===== src/rtl/setup_stim_pkg.sv =====
// rtl/setup_stim_pkg.sv - shared state encoding and default widths for the setup stimulus generator
package setup_stim_pkg;

  localparam int SEP_W_DEF = 8;
  localparam int CNT_W_DEF = 8;

  typedef logic [2:0] state_t;

  localparam state_t ST_IDLE = 3'd0;
  localparam state_t ST_DATA = 3'd1;
  localparam state_t ST_SEP  = 3'd2;
  localparam state_t ST_REF  = 3'd3;
  localparam state_t ST_GAP  = 3'd4;
  localparam state_t ST_FIN  = 3'd5;

endpackage


===== src/rtl/setup_stim_gen_if.sv =====
// rtl/setup_stim_gen_if.sv - launch/config and stimulus output bundle of the setup stimulus generator
interface setup_stim_gen_if
  import setup_stim_pkg::*;
#(
  parameter int SEP_W = SEP_W_DEF,
  parameter int CNT_W = CNT_W_DEF
) ();

  logic             start;
  logic [SEP_W-1:0] sep_cycles;
  logic [SEP_W-1:0] limit_cycles;
  logic [SEP_W-1:0] gap_cycles;
  logic [CNT_W-1:0] num_pairs;
  logic             data_out;
  logic             ref_out;
  logic             busy;
  logic             done;
  logic             exp_viol;
  logic [CNT_W-1:0] viol_count;

  modport master (
    output start, sep_cycles, limit_cycles, gap_cycles, num_pairs,
    input  data_out, ref_out, busy, done, exp_viol, viol_count
  );

  modport slave (
    input  start, sep_cycles, limit_cycles, gap_cycles, num_pairs,
    output data_out, ref_out, busy, done, exp_viol, viol_count
  );

endinterface


===== src/rtl/cycle_down_counter.sv =====
// rtl/cycle_down_counter.sv - loadable down-counter with zero flag, shared by the SEP and GAP waits
module cycle_down_counter #(
  parameter int W = 8
) (
  input  logic         clk,
  input  logic         rst,
  input  logic         load,
  input  logic         dec,
  input  logic [W-1:0] load_val,
  output logic         zero
);

  logic [W-1:0] cnt_q;

  always_ff @(posedge clk or posedge rst) begin
    if (rst) begin
      cnt_q <= '0;
    end else if (load) begin
      cnt_q <= load_val;
    end else if (dec && (cnt_q != '0)) begin
      cnt_q <= cnt_q - W'(1);
    end
  end

  assign zero = (cnt_q == '0);

endmodule


===== src/rtl/setup_stim_gen.sv =====
// rtl/setup_stim_gen.sv - generates data/reference edge pairs with programmable separation and
// flags the reference edges that fall inside the setup limit
module setup_stim_gen
  import setup_stim_pkg::*;
#(
  parameter int SEP_W = SEP_W_DEF,
  parameter int CNT_W = CNT_W_DEF
) (
  input  logic            clk,
  input  logic            rst,
  setup_stim_gen_if.slave bus
);

  state_t           state_q;
  logic [SEP_W-1:0] sep_q;
  logic [SEP_W-1:0] lim_q;
  logic [SEP_W-1:0] gap_q;
  logic [CNT_W-1:0] left_q;
  logic             data_q;
  logic             ref_q;
  logic             busy_q;
  logic             done_q;
  logic             viol_q;
  logic [CNT_W-1:0] vcnt_q;

  logic             cnt_load;
  logic             cnt_dec;
  logic [SEP_W-1:0] cnt_val;
  logic             cnt_zero;
  logic             ref_now;
  state_t           after_ref;

  // A zero separation folds the reference toggle into the data edge.
  assign ref_now = (state_q == ST_REF) ||
                   ((state_q == ST_DATA) && (left_q != '0) && (sep_q == '0));

  // The last pair skips the gap so done lands one edge after its reference toggle.
  assign after_ref = ((left_q == CNT_W'(1)) || (gap_q == '0)) ? ST_DATA : ST_GAP;

  // SEP preloads sep-2 because entering and leaving the wait each cost one edge; GAP preloads gap-1.
  always_comb begin
    cnt_load = 1'b0;
    cnt_val  = '0;
    if ((state_q == ST_DATA) && (left_q != '0) && (sep_q > SEP_W'(1))) begin
      cnt_load = 1'b1;
      cnt_val  = sep_q - SEP_W'(2);
    end else if (ref_now && (after_ref == ST_GAP)) begin
      cnt_load = 1'b1;
      cnt_val  = gap_q - SEP_W'(1);
    end
  end

  assign cnt_dec = (state_q == ST_SEP) || (state_q == ST_GAP);

  cycle_down_counter #(.W(SEP_W)) u_wait (
    .clk      (clk),
    .rst      (rst),
    .load     (cnt_load),
    .dec      (cnt_dec),
    .load_val (cnt_val),
    .zero     (cnt_zero)
  );

  always_ff @(posedge clk or posedge rst) begin
    if (rst) begin
      state_q <= ST_IDLE;
      sep_q   <= '0;
      lim_q   <= '0;
      gap_q   <= '0;
      left_q  <= '0;
      data_q  <= 1'b0;
      ref_q   <= 1'b0;
      busy_q  <= 1'b0;
      done_q  <= 1'b0;
      viol_q  <= 1'b0;
      vcnt_q  <= '0;
    end else begin
      done_q <= 1'b0;
      viol_q <= 1'b0;
      case (state_q)
        ST_IDLE: begin
          if (bus.start) begin
            sep_q   <= bus.sep_cycles;
            lim_q   <= bus.limit_cycles;
            gap_q   <= bus.gap_cycles;
            left_q  <= bus.num_pairs;
            vcnt_q  <= '0;
            busy_q  <= 1'b1;
            state_q <= ST_DATA;
          end
        end
        ST_DATA: begin
          if (left_q == '0) begin
            done_q  <= 1'b1;
            busy_q  <= 1'b0;
            state_q <= ST_FIN;
          end else begin
            data_q <= ~data_q;
            if (sep_q == '0)
              state_q <= after_ref;
            else if (sep_q == SEP_W'(1))
              state_q <= ST_REF;
            else
              state_q <= ST_SEP;
          end
        end
        ST_SEP:  if (cnt_zero) state_q <= ST_REF;
        ST_REF:  state_q <= after_ref;
        ST_GAP:  if (cnt_zero) state_q <= ST_DATA;
        ST_FIN:  state_q <= ST_IDLE;
        default: state_q <= ST_IDLE;
      endcase

      if (ref_now) begin
        ref_q  <= ~ref_q;
        left_q <= left_q - CNT_W'(1);
        if (sep_q < lim_q) begin
          viol_q <= 1'b1;
          if (vcnt_q != '1)
            vcnt_q <= vcnt_q + CNT_W'(1);
        end
      end
    end
  end

  assign bus.data_out   = data_q;
  assign bus.ref_out    = ref_q;
  assign bus.busy       = busy_q;
  assign bus.done       = done_q;
  assign bus.exp_viol   = viol_q;
  assign bus.viol_count = vcnt_q;

endmodule


===== src/flat_wrapper.sv =====
// flat-port wrapper written by rule: the top's interface ports become plain ports
module setup_stim_gen_flat import setup_stim_pkg::*;
#(
  parameter int SEP_W = SEP_W_DEF,
  parameter int CNT_W = CNT_W_DEF
)
  (clk, rst, bus_start, bus_sep_cycles, bus_limit_cycles, bus_gap_cycles, bus_num_pairs, bus_data_out, bus_ref_out, bus_busy, bus_done, bus_exp_viol, bus_viol_count);
  setup_stim_gen_if #(.SEP_W(SEP_W), .CNT_W(CNT_W)) bus_i ();
  input  logic clk;
  input  logic rst;
  input wire logic [$bits(bus_i.start)-1:0] bus_start;
  input wire logic [$bits(bus_i.sep_cycles)-1:0] bus_sep_cycles;
  input wire logic [$bits(bus_i.limit_cycles)-1:0] bus_limit_cycles;
  input wire logic [$bits(bus_i.gap_cycles)-1:0] bus_gap_cycles;
  input wire logic [$bits(bus_i.num_pairs)-1:0] bus_num_pairs;
  output wire logic [$bits(bus_i.data_out)-1:0] bus_data_out;
  output wire logic [$bits(bus_i.ref_out)-1:0] bus_ref_out;
  output wire logic [$bits(bus_i.busy)-1:0] bus_busy;
  output wire logic [$bits(bus_i.done)-1:0] bus_done;
  output wire logic [$bits(bus_i.exp_viol)-1:0] bus_exp_viol;
  output wire logic [$bits(bus_i.viol_count)-1:0] bus_viol_count;
  assign bus_i.start = bus_start;
  assign bus_i.sep_cycles = bus_sep_cycles;
  assign bus_i.limit_cycles = bus_limit_cycles;
  assign bus_i.gap_cycles = bus_gap_cycles;
  assign bus_i.num_pairs = bus_num_pairs;
  assign bus_data_out = bus_i.data_out;
  assign bus_ref_out = bus_i.ref_out;
  assign bus_busy = bus_i.busy;
  assign bus_done = bus_i.done;
  assign bus_exp_viol = bus_i.exp_viol;
  assign bus_viol_count = bus_i.viol_count;
  setup_stim_gen #(.SEP_W(SEP_W), .CNT_W(CNT_W)) u_core (.clk(clk), .rst(rst), .bus(bus_i));
endmodule

===== config.mk =====
export PLATFORM = sky130hd
export DESIGN_NAME = setup_stim_gen_flat
export DESIGN_NICKNAME = d
export VERILOG_FILES = /design/src/rtl/setup_stim_pkg.sv /design/src/rtl/setup_stim_gen_if.sv /design/src/rtl/cycle_down_counter.sv /design/src/rtl/setup_stim_gen.sv /design/src/flat_wrapper.sv
export SDC_FILE = /design/constraint.sdc
export NUM_CORES = 1
export LEC_CHECK = 0
export ABC_CLOCK_PERIOD_IN_PS = 3300
export CAP_MARGIN = 20
export CORE_AREA = 3 3 109 111
export DETAILED_ROUTE_END_ITERATION = 10
export DIE_AREA = 0 0 112 114
export PLACE_DENSITY = 0.51
export SLEW_MARGIN = 25
export SYNTH_ARGS = -nofsm -noshare
export SYNTH_HDL_FRONTEND = slang
export SYNTH_SLANG_ARGS = --single-unit
export TNS_END_PERCENT = 20

===== constraint.sdc =====
create_clock -name clk -period 3.3 [get_ports clk]
set_input_delay 0.495 -clock clk [delete_from_list [all_inputs] [get_ports clk]]
set_output_delay 0.495 -clock clk [all_outputs]
set_load 0.01 [all_outputs]

==> flow_metrics.env <==
export IMPL_clkLatencyLatePin_ns=0.31
export IMPL_setup_viol_count_final=0
export IMPL_rsz0062_at_grt="false"
export IMPL_crit_path_max_incr_delay_ns=0.75
export IMPL_grt_pass1_wl_um=13700
export IMPL_drc=0
export IMPL_dp_hpwl_um=5940
export IMPL_p_per_area_mw_per_mm2=853
export IMPL_vias=2772
export IMPL_rrSetupSlack_ns=0.68
export IMPL_arrival_ns=2.82
export IMPL_min_from="u_core.bus.ref_out"
export IMPL_yosysUniqueCellTypes=57
export IMPL_synth_flop_cell="dfrtp_1"
export IMPL_clock_skew_final_ns=0.00583
export IMPL_cp_start_kind="flop"
export IMPL_cts_buffer_depth=2
export IMPL_cts_clk_slew_worst_paths_ns=0.10
export IMPL_synth_most_common_cell="nand2_1"
export IMPL_drt_iter0_markers=83
export IMPL_hold_class="reg2reg"
export IMPL_coreArea_mm2=0.0109
export IMPL_critPathMaxFanout=10
export IMPL_rr_startpoint="u_core.left_q[0]"
export IMPL_crit_buf_inv=1
export IMPL_grt_usage_pct=13.2
export IMPL_final_period_utilization_pct=79.4
export IMPL_critPathTopFamily="compound AO/OA/AOI/OAI gates"
export IMPL_ctsResizeCount=0
export IMPL_pre_cts_slack_ns=0.736
export IMPL_ctsHtreeMaxLevel=2
export IMPL_yosys_warnings=0
export IMPL_dr_pass1_iters=4
export IMPL_setup_slack_ns=0.681
export IMPL_fin_nets=457
export IMPL_syn_inst=362
export IMPL_crit_chain="inv_1 > ha_1 > nor3b_1 > a211oi_1 > nor2b_1 > a21oi_2 > a311o_1"
export IMPL_timing_hold_violations_final=0
export IMPL_crit_type="reg2reg"
export IMPL_cts_buffers=5
export IMPL_required_ns=3.50
export IMPL_drive_above_1_share_pct=7.39
export IMPL_antenna_found_initial=0
export IMPL_synth_edff_count=0
export IMPL_initial_utilization_pct=30.1
export IMPL_grt_max_degree=28
export IMPL_cts_tree="yes"
export IMPL_routabilityCongestion=0.832
export IMPL_synthArstFlopShare_pct=100
export IMPL_critical_path_slowest_cell="nor2b_1"
export IMPL_grt_pass1_vias=2685
export IMPL_vias_per_cell=5.08
export IMPL_cts_hold_buf=0
export IMPL_num_rows=38
export IMPL_crit_path_end_kind="flop"
export IMPL_max_freq_ghz=0.382
export IMPL_maxSlewHeadroom_pct=41.2
export IMPL_portBuffers=47
export IMPL_grtUsageMet3_pct=1.91
export IMPL_io_pins=48
export IMPL_setup_tns_ns=0
export IMPL_peakVddDrop_mv=0.249
export IMPL_ant_nets=0
export IMPL_startpoint="u_core.left_q[0]"
export IMPL_clock_sinks=56
export IMPL_netlist_area_mm2=0.00327
export IMPL_avgRoutedWirePerCell_um=14.8
export IMPL_status="complete, no violations"
export IMPL_grt_overflow_total=0
export IMPL_slew_violations=0
export IMPL_use_met1_pct=18.8
export IMPL_yosys_area_top_type="dfrtp_1"
export IMPL_top_usage_layer="met2"
export IMPL_cap_violations=0
export IMPL_period_minus_slack_ns=2.62
export IMPL_clock_root_buffer="clkbuf_8"
export IMPL_ys_ff_latch=56
export IMPL_synth_nets=413
export IMPL_synth_top_area_share_pct=42.8
export IMPL_avgSynthCellArea_um2=9.04
export IMPL_die_x_um=112
export IMPL_die_h_um=114
export IMPL_synthTopCellsByArea="dfrtp_1 43%, nand2_1 8.4%, ha_1 6.1%"
export IMPL_wl_um=8070
export IMPL_dieArea_mm2=0.0128
export IMPL_synth_commonest_cells="73 x nand2_1, 56 x dfrtp_1, 20 x inv_1"
export IMPL_use_met2_pct=21.1
export IMPL_diodes=0
export IMPL_area_growth_pct=21.6
export IMPL_leakage_nw=1.68
export IMPL_postCtsSetupBuffers=0
export IMPL_yosysSeqAreaShare_pct=42.8
export IMPL_finalPower_mw=3.39
export IMPL_tightestPinTransition_ns=0.878
report_power, final:
group	switching (mW)	leakage [nW]	internal, mW
combinational	0.983	0.944	0.745
clock	0.218	0.0410	0.145
sequential	0.328	0.697	0.976
total	1.53	1.68	1.87
placed cells by master, fill, tap and decap left out, types with 3 or more instances in the layout:
cell type / Yosys / layout
nand2_1: 73 / 73
dfrtp_1: 56 / 56
clkdlybuf4s50_1: 0 / 47
inv_1: 20 / 19
nor2_1: 18 / 18
o21ai_0: 18 / 18
ha_1: 16 / 16
a21oi_1: 13 / 13
nor3_1: 13 / 13
nor4_1: 11 / 11
nand3_1: 10 / 10
xor2_1: 10 / 10
a211oi_1: 7 / 7
xnor2_1: 7 / 7
o311ai_0: 6 / 6
buf_4: 0 / 6
nand2b_1: 5 / 5
clkbuf_8: 0 / 5
nor3b_1: 4 / 4
a221oi_1: 4 / 4
a31o_2: 3 / 3
or3_1: 3 / 3
o211ai_1: 3 / 3
metrics by stage:
stage	instance area [um^2]	hold WS, ns	util [%]	cells
2_1_floorplan	3270	0.438	-	362
3_3_place_gp	3900	0.458	35.9	539
3_5_place_dp	3900	0.465	35.9	539
4_1_cts	3980	0.481	36.6	546
5_1_grt	3980	0.498	36.6	546
6_report	3980	0.473	36.6	546
final timing paths:
| check | to | cells after the start |
|---|---|---|
| worst min-delay path | u_core.bus.ref_out | 1 |
| worst max-delay path | u_core.u_wait.cnt_q[3] | 7 |
| worst max register to register | u_core.u_wait.cnt_q[3] | 7 |
| min in group asynchronous | u_core.bus.exp_viol | 2 |
| worst min register to register | u_core.bus.ref_out | 1 |
| max in group asynchronous | u_core.state_q[2] | 3 |
registers in the layout, summed over array words and instances (netlist names), 3 cells and up:
name / cells
u_core.state_q: 3
u_core.gap_q: 8
u_core.bus.viol_count: 8
u_core.u_wait.cnt_q: 8
u_core.lim_q: 8
u_core.left_q: 8
u_core.sep_q: 8
cell type report:
cell class	instances	area (um^2)
Inverter	20	75.1
Tap cell	140	175
Clock buffer	6	72.6
Timing Repair Buffer	53	515
Fill cell	1129	6910
Sequential cell	56	1400
Clock inverter	1	5.00
Multi-Input combinational cell	270	1740
layer usage:
metal / vias to the layer above / share of wire [%]
li1: 1383 / -
met1: 1326 / 50
met2: 59 / 46
met3: 4 / 2.9
met4: 0 / 0.99
met5: - / 0
cell families (layout without fill, tap and decap cells):
kind of cell             count (synthesis)  after routing  share of synthesized area (%)
AO/OA/AOI/OAI                           79             79                           18.0
XOR/XNOR                                17             17                           4.55
adder cells (fa/ha/maj)                 16             16                           6.12
buffers and inverters                   36             80                           4.40
flip-flops                              56             56                           42.8
multiplexers                             3              3                          0.956
AND/OR/NAND/NOR                        155            155                           23.2
worst reg2reg max path: stages, from the launching register on:
cell,delay (ns)
dfrtp_1,0.36
inv_1,0.10
ha_1,0.20
nor3b_1,0.16
a211oi_1,0.45
nor2b_1,0.75
a21oi_2,0.11
a311o_1,0.39
(Power assumes the default switching activity.)
